File: src/rtl/silencer_settings_loader.sv
// silencer_settings_loader: fetches five silencer words from BRAM, validates them, commits atomically
package silencer_settings_pkg;
  typedef struct packed {
    logic        UPDATE;
    logic        MODE;
    logic [15:0] UPDATE_RATE_INTENSITY;
    logic [15:0] UPDATE_RATE_PHASE;
    logic [15:0] COMPLETION_STEPS_INTENSITY;
    logic [15:0] COMPLETION_STEPS_PHASE;
  } silencer_settings_t;
endpackage

module silencer_settings_loader
  import silencer_settings_pkg::*;
#(
  parameter int ADDR_WIDTH = 8,
  parameter int READ_LATENCY = 2,
  parameter logic [ADDR_WIDTH-1:0] ADDR_FLAG = 'h00,
  parameter logic [ADDR_WIDTH-1:0] ADDR_RATE_INTENSITY = 'h01,
  parameter logic [ADDR_WIDTH-1:0] ADDR_RATE_PHASE = 'h02,
  parameter logic [ADDR_WIDTH-1:0] ADDR_STEPS_INTENSITY = 'h03,
  parameter logic [ADDR_WIDTH-1:0] ADDR_STEPS_PHASE = 'h04
) (
  input  logic                  CLK,
  input  logic                  RST,
  input  logic                  REQ,
  output logic                  BRAM_EN,
  output logic [ADDR_WIDTH-1:0] BRAM_ADDR,
  input  logic [15:0]           BRAM_DOUT,
  output logic                  BUSY,
  output logic                  ERR,
  output silencer_settings_t    SETTINGS
);
  typedef enum logic [1:0] {IDLE, READ, DRAIN, CHECK} state_t;
  localparam logic [2:0] LAST = 3'(READ_LATENCY - 1);
  state_t state;
  logic [2:0] idx, cnt;
  logic pending, set_ok;
  logic [READ_LATENCY-1:0] pv;
  logic [2:0] pi [READ_LATENCY];
  logic [15:0] shadow [5];
  logic [15:0] shadow_nxt [5];
  function automatic logic [ADDR_WIDTH-1:0] addr_of(input logic [2:0] k);
    return k == 3'd0 ? ADDR_FLAG : k == 3'd1 ? ADDR_RATE_INTENSITY :
           k == 3'd2 ? ADDR_RATE_PHASE : k == 3'd3 ? ADDR_STEPS_INTENSITY : ADDR_STEPS_PHASE;
  endfunction
  // The last word lands on the same edge that enters CHECK, so validate the forwarded shadow.
  always_comb begin
    shadow_nxt = shadow;
    if (pv[READ_LATENCY-1]) shadow_nxt[pi[READ_LATENCY-1]] = BRAM_DOUT;
  end
  assign set_ok = shadow_nxt[1] != 16'd0 && shadow_nxt[2] != 16'd0 &&
                  shadow_nxt[3] != 16'd0 && shadow_nxt[4] != 16'd0;
  assign BUSY = state != IDLE;
  assign BRAM_EN = state == READ;
  always_ff @(posedge CLK) begin
    if (RST) begin
      state <= IDLE;
      idx <= 3'd0;
      cnt <= 3'd0;
      pending <= 1'b0;
      pv <= '0;
      BRAM_ADDR <= '0;
      ERR <= 1'b0;
      SETTINGS <= '{1'b0, 1'b0, 16'd256, 16'd256, 16'd10, 16'd40};
      for (int i = 0; i < 5; i++) shadow[i] <= 16'd0;
      for (int i = 0; i < READ_LATENCY; i++) pi[i] <= 3'd0;
    end else begin
      pv[0] <= BRAM_EN;
      pi[0] <= idx;
      for (int i = 1; i < READ_LATENCY; i++) begin
        pv[i] <= pv[i-1];
        pi[i] <= pi[i-1];
      end
      shadow <= shadow_nxt;
      SETTINGS.UPDATE <= 1'b0;
      ERR <= 1'b0;
      case (state)
        IDLE: begin
          pending <= 1'b0;
          if (REQ || pending) begin
            state <= READ;
            idx <= 3'd0;
            BRAM_ADDR <= addr_of(3'd0);
          end
        end
        READ: begin
          pending <= pending | REQ;
          idx <= idx == 3'd4 ? idx : idx + 3'd1;
          BRAM_ADDR <= idx == 3'd4 ? '0 : addr_of(idx + 3'd1);
          cnt <= 3'd0;
          if (idx == 3'd4) state <= DRAIN;
        end
        DRAIN: begin
          pending <= pending | REQ;
          cnt <= cnt + 3'd1;
          if (cnt == LAST) begin
            state <= CHECK;
            if (set_ok)
              SETTINGS <= '{1'b1, shadow_nxt[0][0], shadow_nxt[1], shadow_nxt[2],
                            shadow_nxt[3], shadow_nxt[4]};
            else
              ERR <= 1'b1;
          end
        end
        CHECK: begin
          pending <= REQ;
          idx <= 3'd0;
          state <= pending ? READ : IDLE;
          BRAM_ADDR <= pending ? addr_of(3'd0) : '0;
        end
      endcase
    end
  end
endmodule

File: config.mk
export PLATFORM = sky130hd
export DESIGN_NAME = silencer_settings_loader
export DESIGN_NICKNAME = d
export VERILOG_FILES = /design/src/rtl/silencer_settings_loader.sv
export SDC_FILE = /design/constraint.sdc
export NUM_CORES = 1
export LEC_CHECK = 0
export CAP_MARGIN = 20
export CORE_MARGIN = 1
export CORE_UTILIZATION = 24
export CTS_CLUSTER_SIZE = 16
export DETAILED_ROUTE_END_ITERATION = 8
export GPL_ROUTABILITY_DRIVEN = 1
export GPL_TIMING_DRIVEN = 0
export REMOVE_ABC_BUFFERS = 1
export SYNTH_ARGS = -nofsm -noshare
export SYNTH_HDL_FRONTEND = slang
export SYNTH_SLANG_ARGS = --single-unit
File: constraint.sdc
create_clock -name CLK -period 2.35 [get_ports CLK]
set_input_delay 0.47 -clock CLK [delete_from_list [all_inputs] [get_ports CLK]]
set_output_delay 0.47 -clock CLK [all_outputs]
set_load 0.02 [all_outputs]
## Yosys cells after proc, flatten, opt, wreduce, memory -nomap -nowiden

Memory sizes are Yosys's and may differ from the RTL's.
Index checks and enable logic that the tools add are counted.

- Magnitude comparators: 2
- Reduce and logical (&&, ||, !) cells: 20
- Bitwise operators: 6
- Eq/ne operators: 12
- $add $sub $neg: 2
- Multiplexer cells: 28

Operators with widths:

| cell | count |
|---|---|
| 80-bit bitwise mux | 1 |
| 66-bit two-way mux | 1 |
| 65-bit two-way mux | 1 |
| 16-bit nonzero test | 4 |
| 16-bit demux with 3-bit select | 1 |
| 3-bit two-way mux | 9 |
| 8-bit case mux with 3 select lines | 1 |
| 16-bit two-way mux | 1 |
| 3-bit case mux with 3 select lines | 1 |
| 3-bit AND reduction | 3 |
| 8-bit two-way mux | 1 |
| 2-bit case mux with 4 select lines | 1 |
| 3-bit by 1-bit adder with 3-bit output, second input constant | 2 |
| 3-bit by 1-bit == test with 1-bit output, second input constant | 2 |
| 3-bit by 2-bit == test with 1-bit output, second input constant | 2 |
| 2-bit two-way mux | 3 |
| 2-bit != test, second input constant | 3 |
| 3-bit case mux with 2 select lines | 1 |
| 1-bit two-way mux | 5 |
| 2-bit == test, second input constant | 2 |
| 4-bit >= comparator, second input constant | 1 |
| 1-bit logical AND | 4 |
| 4-bit by 1-bit less-than comparator with 1-bit output, second input constant | 1 |
| 3-bit inverter with 4-bit output | 1 |
| other kinds (14) | 18 |

- Output and inout port bits: 77
- Flip-flop bits (word level): 166
- RAM bits: 6
- Word-level logic and storage cells: 90
- Memories: 1
- Input port bits: 19

Memory list:

| name | words | width | read ports | clocked after Yosys merged registers in | write ports | line | text |
|---|---|---|---|---|---|---|---|
| pi | 2 | 3 | 2 | 0 | 2 | 40 | `logic [2:0] pi [READ_LATENCY];` |

## Longest topological paths before layout

An unclocked memory read counts as a cell.

- Depth in word-level cells: 13
- Gate-level depth with buffers: 9
- Gate-level depth less buffers: 7

## Worst setup path after synthesis

OpenSTA, ideal clock, no wires.

- Kind: reg2reg
- Start point: register state[0]
- End point: register SETTINGS[10] in the netlist's numbering
- Period minus slack after synthesis: 2.208 ns
- Stages on the path, launching flop included: 9
- Library setup time: 0.121 ns
- Slack: 0.142 ns
- Data arrival time: 2.086 ns
- Path through: dfxtp_1 > inv_1 > ha_1 > inv_1 > or2_2 > or4_4 > buf_6 > buf_6 > mux2_4

- Word-level cells in the longest chain between the ends: 2

Ends and longest elaborated chain:

| item | line | text |
|---|---|---|
| start, declared | 36 | `state_t state;` |
| start signal, assigned | 109 | `state <= pending ? READ : IDLE;` |
| 2-bit == test | 78 | `case (state)` |
| 3-bit AND reduction (no source line) | -- |  |
| end signal, assigned | 65 | `SETTINGS <= '{1'b0, 1'b0, 16'd256, 16'd256, 16'd10, 16'd40};` |
| end signal, assigned | 100 | `SETTINGS <= '{1'b1, shadow_nxt[0][0], shadow_nxt[1], shadow_nxt[2],` |
| end, declared | 32 | `output silencer_settings_t SETTINGS` |

No other way between the ends.
A chain may end at the register's enable or synchronous reset.

## Final worst setup path

- Start point: input BRAM_DOUT[6]
- End point: register SETTINGS[6] in the netlist's numbering

- Word-level cells in the longest chain between the ends: 7
- Elaborated cells between the ends (all ways): 10
- Those cells by class: mux (2); reduce/logical (8)

Ends and longest elaborated chain:

| item | line | text |
|---|---|---|
| start, declared | 29 | `input logic [15:0] BRAM_DOUT,` |
| 80-bit bitwise mux (*) | 50 | `if (pv[READ_LATENCY-1]) shadow_nxt[pi[READ_LATENCY-1]] = BRAM_DOUT;` |
| 65-bit two-way mux (*) | 50 |  |
| 16-bit nonzero test | 52 | `assign set_ok = shadow_nxt[1] != 16'd0 && shadow_nxt[2] != 16'd0 &&` |
| 1-bit logical AND (2 in series) | 52 |  |
| 1-bit logical AND | 53 | `shadow_nxt[3] != 16'd0 && shadow_nxt[4] != 16'd0;` |
| 3-bit AND reduction (no source line) | -- |  |

Mark *: on every way between the ends. The rest lies on a longest branch, timed or not.

==> qor.yml <==
status:
  status: "finished, final reports clean"
synthesis:
  synth_area_leaders: "dfxtp_1, nand2_1, mux2_4"
  ys_seq_elements: 152
  synth_commonest_cells: "dfxtp_1, nand2_1, a21oi_1, nor2b_1, mux2_4"
  synth_top_area_share_pct: 49.2
  synth-adder-area-share_pct: 2.23
  synth_edf_count: 0
  synth_compound_gate_area_share_pct: 7.32
  yosys.area.top_type: "dfxtp_1"
  ys_warn_count: 0
  synth_area_um2: 6180
  synthXorXnorAreaFrac_pct: 0
  synth_async_sr_flop_share_pct: 0
  ys_seq_area_share_pct: 49.2
  synthCells: 656
  synthSimpleGateAreaFrac_pct: 23.1
  synth_top_family_by_area: "simple AND/OR/NAND/NOR gates"
  syn_avg_cell_area_um2: 9.43
  yosysUniqueCellTypes: 42
  ys.flop_type: "dfxtp_1"
  synthMostInstantiatedCell: "dfxtp_1"
  synth.mux.area_fraction_pct: 13.9
cells_and_area:
  postLayoutCellArea_um2: 8120
  area_delta_synth_final_pct: 31.4
  nFillCells: 2611
  post-route-util_pct: 32.2
  antenna-diode-count: 0
  nets: 772
  drive_above_1_share_pct: 16.4
setup_path:
  endpoint_kind: "register"
  criticalPathCategory: "in2reg"
  arrival_ns: 2.58
  worstReg2RegEnd: "SETTINGS[22]$_SDFFE_PP0P_"
  startpoint: "BRAM_DOUT[6]"
  cp-start-kind: "primary input"
  r2r_cells: 6
  r2r-start: "pv[1]$_SDFF_PP0_"
  cp-endpoint: "SETTINGS[6]$_SDFFE_PP0P_"
  crit_path_max_fanout: 6
  ff2ff_setup_slack_ns: 0.09
  cp.required_ns: 2.65
routing:
  drtAntennaViolNets: 0
  firstDrtPassIters: 4
  via_per_inst: 4.39
  drt_wl_total_mm: 16.5
  drc_errors: 0
  routedWlPerCell_um: 15.2
  vias: 4759
  first_iter_violations: 257
global_routing:
  grt_start_max_net_pins: 100
  antenna_found_initial: 0
  grt_pass1_wl_mm: 25.8
  grt_usage_pct: 12.8
  grt_pass1_vias: 4560
  gr-total-overflow: 0
timing:
  relSlewSlack_pct: 52.3
  finalSetupViolCount: 0
  tightest_slew_ns: 0.714
  fmax_mhz: 439
  maxSlewViolCount: 0
  hold_violations: 0
  setup_tns_ns: 0
  fin_crit_ns: 2.28
  fin_crit_sh_pct: 96.9
  finalHoldWorstSlack_ns: 0.439
  fin_skew_ns: 0.0118
clock_tree:
  path_clk_slew_ns: 0.06
  clockRootBuffer: "clkbuf_16"
  clock_path_buffers: 2
  htree_num_levels: 4
  cts_tree: "done"
  cts_made_buffers: 17
  clk_latency_ns: 0.42
  holdBufCountCts: 0
  cts_sinks: 152
pwr:
  vdd_drop_max_uv: 482
  p_leak_uw: 0.00315
  power_uw: 5850
  power.density_nw_per_um2: 721
die:
  row_count: 58
  io_pins: 96
  start_util_pct: 24.5
  die_w_um: 163
  chipHeight_um: 163
  core_area_um2: 25300
  fp.dieArea_um2: 26400
placement:
  postPlaceCellArea_um2: 7310
  routabilityCongestion: 0.777
  port_buffers: 90
  dp_hpwl_mm: 10.5
run:
  cap_violations: 0
hold_path:
  worstHoldPathType: "reg2reg"
-- layout by cell type, fill, tap and decap left out, types with 2 or more instances in the layout --
cell             Yosys  routed
nand3_1              6       6
buf_12               0       2
inv_6                0       3
or3_1                2       2
nand2_1            146     146
mux2_4              33      33
ha_2                 0       2
nor3b_1              2       2
and3b_1              9       8
clkbuf_16            0      17
nand4_1              4       4
clkinvlp_4           0       5
nand2b_1             2       2
mux2_2              27      27
mux2i_1              6       6
nor4_1              18      17
nor2_1              19      19
nor3_1               4       3
ha_1                11       9
and3_4               0       2
inv_1                8       8
clkdlybuf4s50_1      0      82
clkbuf_1            26       2
dfxtp_1            152     151
conb_1               1       5
nor2b_1             65      65
or4_4                1       5
a21oi_1             75      75
dlymetal6s2s_1       0       7
o21ai_0              3       3
buf_4                7       9
-- critical path, cell delays in order --
cell and delay [ns]:
clkdlybuf4s50_1 0.63, nor4b_2 0.33, nand3_1 0.17, o22ai_4 0.25, or4_4 0.19, buf_4 0.19, mux2_2 0.35
-- stage by stage --
step / std cells / worst slack, ns
5_1_grt: 1085 / -0.00644
3_5_place_dp: 1038 / -0.965
6_report: 1085 / 0.0739
4_1_cts: 1085 / 0.00986
3_3_place_gp: 1037 / -3.78
2_1_floorplan: 617 / -0.193
-- cell type report --
cell class / count / area, µm² / area share (%)
Clock inverter: 12 / 119 / 1.46
Tap cell: 330 / 413 / 5.08
Timing Repair Buffer: 102 / 1050 / 13.0
Clock buffer: 20 / 447 / 5.50
Inverter: 8 / 30.0 / 0.370
Sequential cell: 152 / 3040 / 37.5
Multi-Input combinational cell: 461 / 3020 / 37.1
-- what timing repair did --
item	CTS	global route
setup buffers	11	0
gates resized for setup	15	14
cloned	4	0
endpoints found under the setup margin	67	65
pin swaps	4	0
-- state kept, by name, summed over array words and instances (netlist names), 2 cells and up --
register,cells
SETTINGS,66
shadow,65
pi,6
BRAM_ADDR,3
cnt,3
idx,3
pv,2
state,2
-- report_power, final --
part | internal (µW) | leakage [µW] | switching, µW | total (µW)
clock network | 1500 | 0.000262 | 1120 | 2620
registers | 2620 | 0.00123 | 38.8 | 2660
logic | 217 | 0.00167 | 359 | 577
total | 4340 | 0.00315 | 1510 | 5850
-- worst min-delay path by stage --
stage	end	slack, ns	cells after the start	startpoint
global placement	pv[1]$_SDFF_PP0_	0.43	1	pv[0]$_SDFF_PP0_
CTS	pv[1]$_SDFF_PP0_	0.44	1	pv[0]$_SDFF_PP0_
detailed placement	pv[1]$_SDFF_PP0_	0.43	1	pv[0]$_SDFF_PP0_
floorplan	pi[0][3]$_SDFF_PP0_	0.41	1	pi[0][0]$_SDFF_PP0_
finish	pi[0][3]$_SDFF_PP0_	0.44	1	pi[0][0]$_SDFF_PP0_
global route	pi[0][3]$_SDFF_PP0_	0.46	1	pi[0][0]$_SDFF_PP0_
-- kinds of logic (layout without fill, tap and decap cells) --
logic type	after synthesis	count (layout)
compound gates	86	86
fa+ha+maj	11	11
buf+inv	51	142
flops	152	152
mux	66	66
other cells	1	5
simple gates	289	293
-- metal layers --
metal | track usage (%) | share of wire [%]
met5 | 0 | 0
met4 | 3.44 | 0.69
met1 | 17.2 | 47
met3 | 5.02 | 8.1
met2 | 19.1 | 44
No activity file was read; power rests on OpenSTA's default activity.
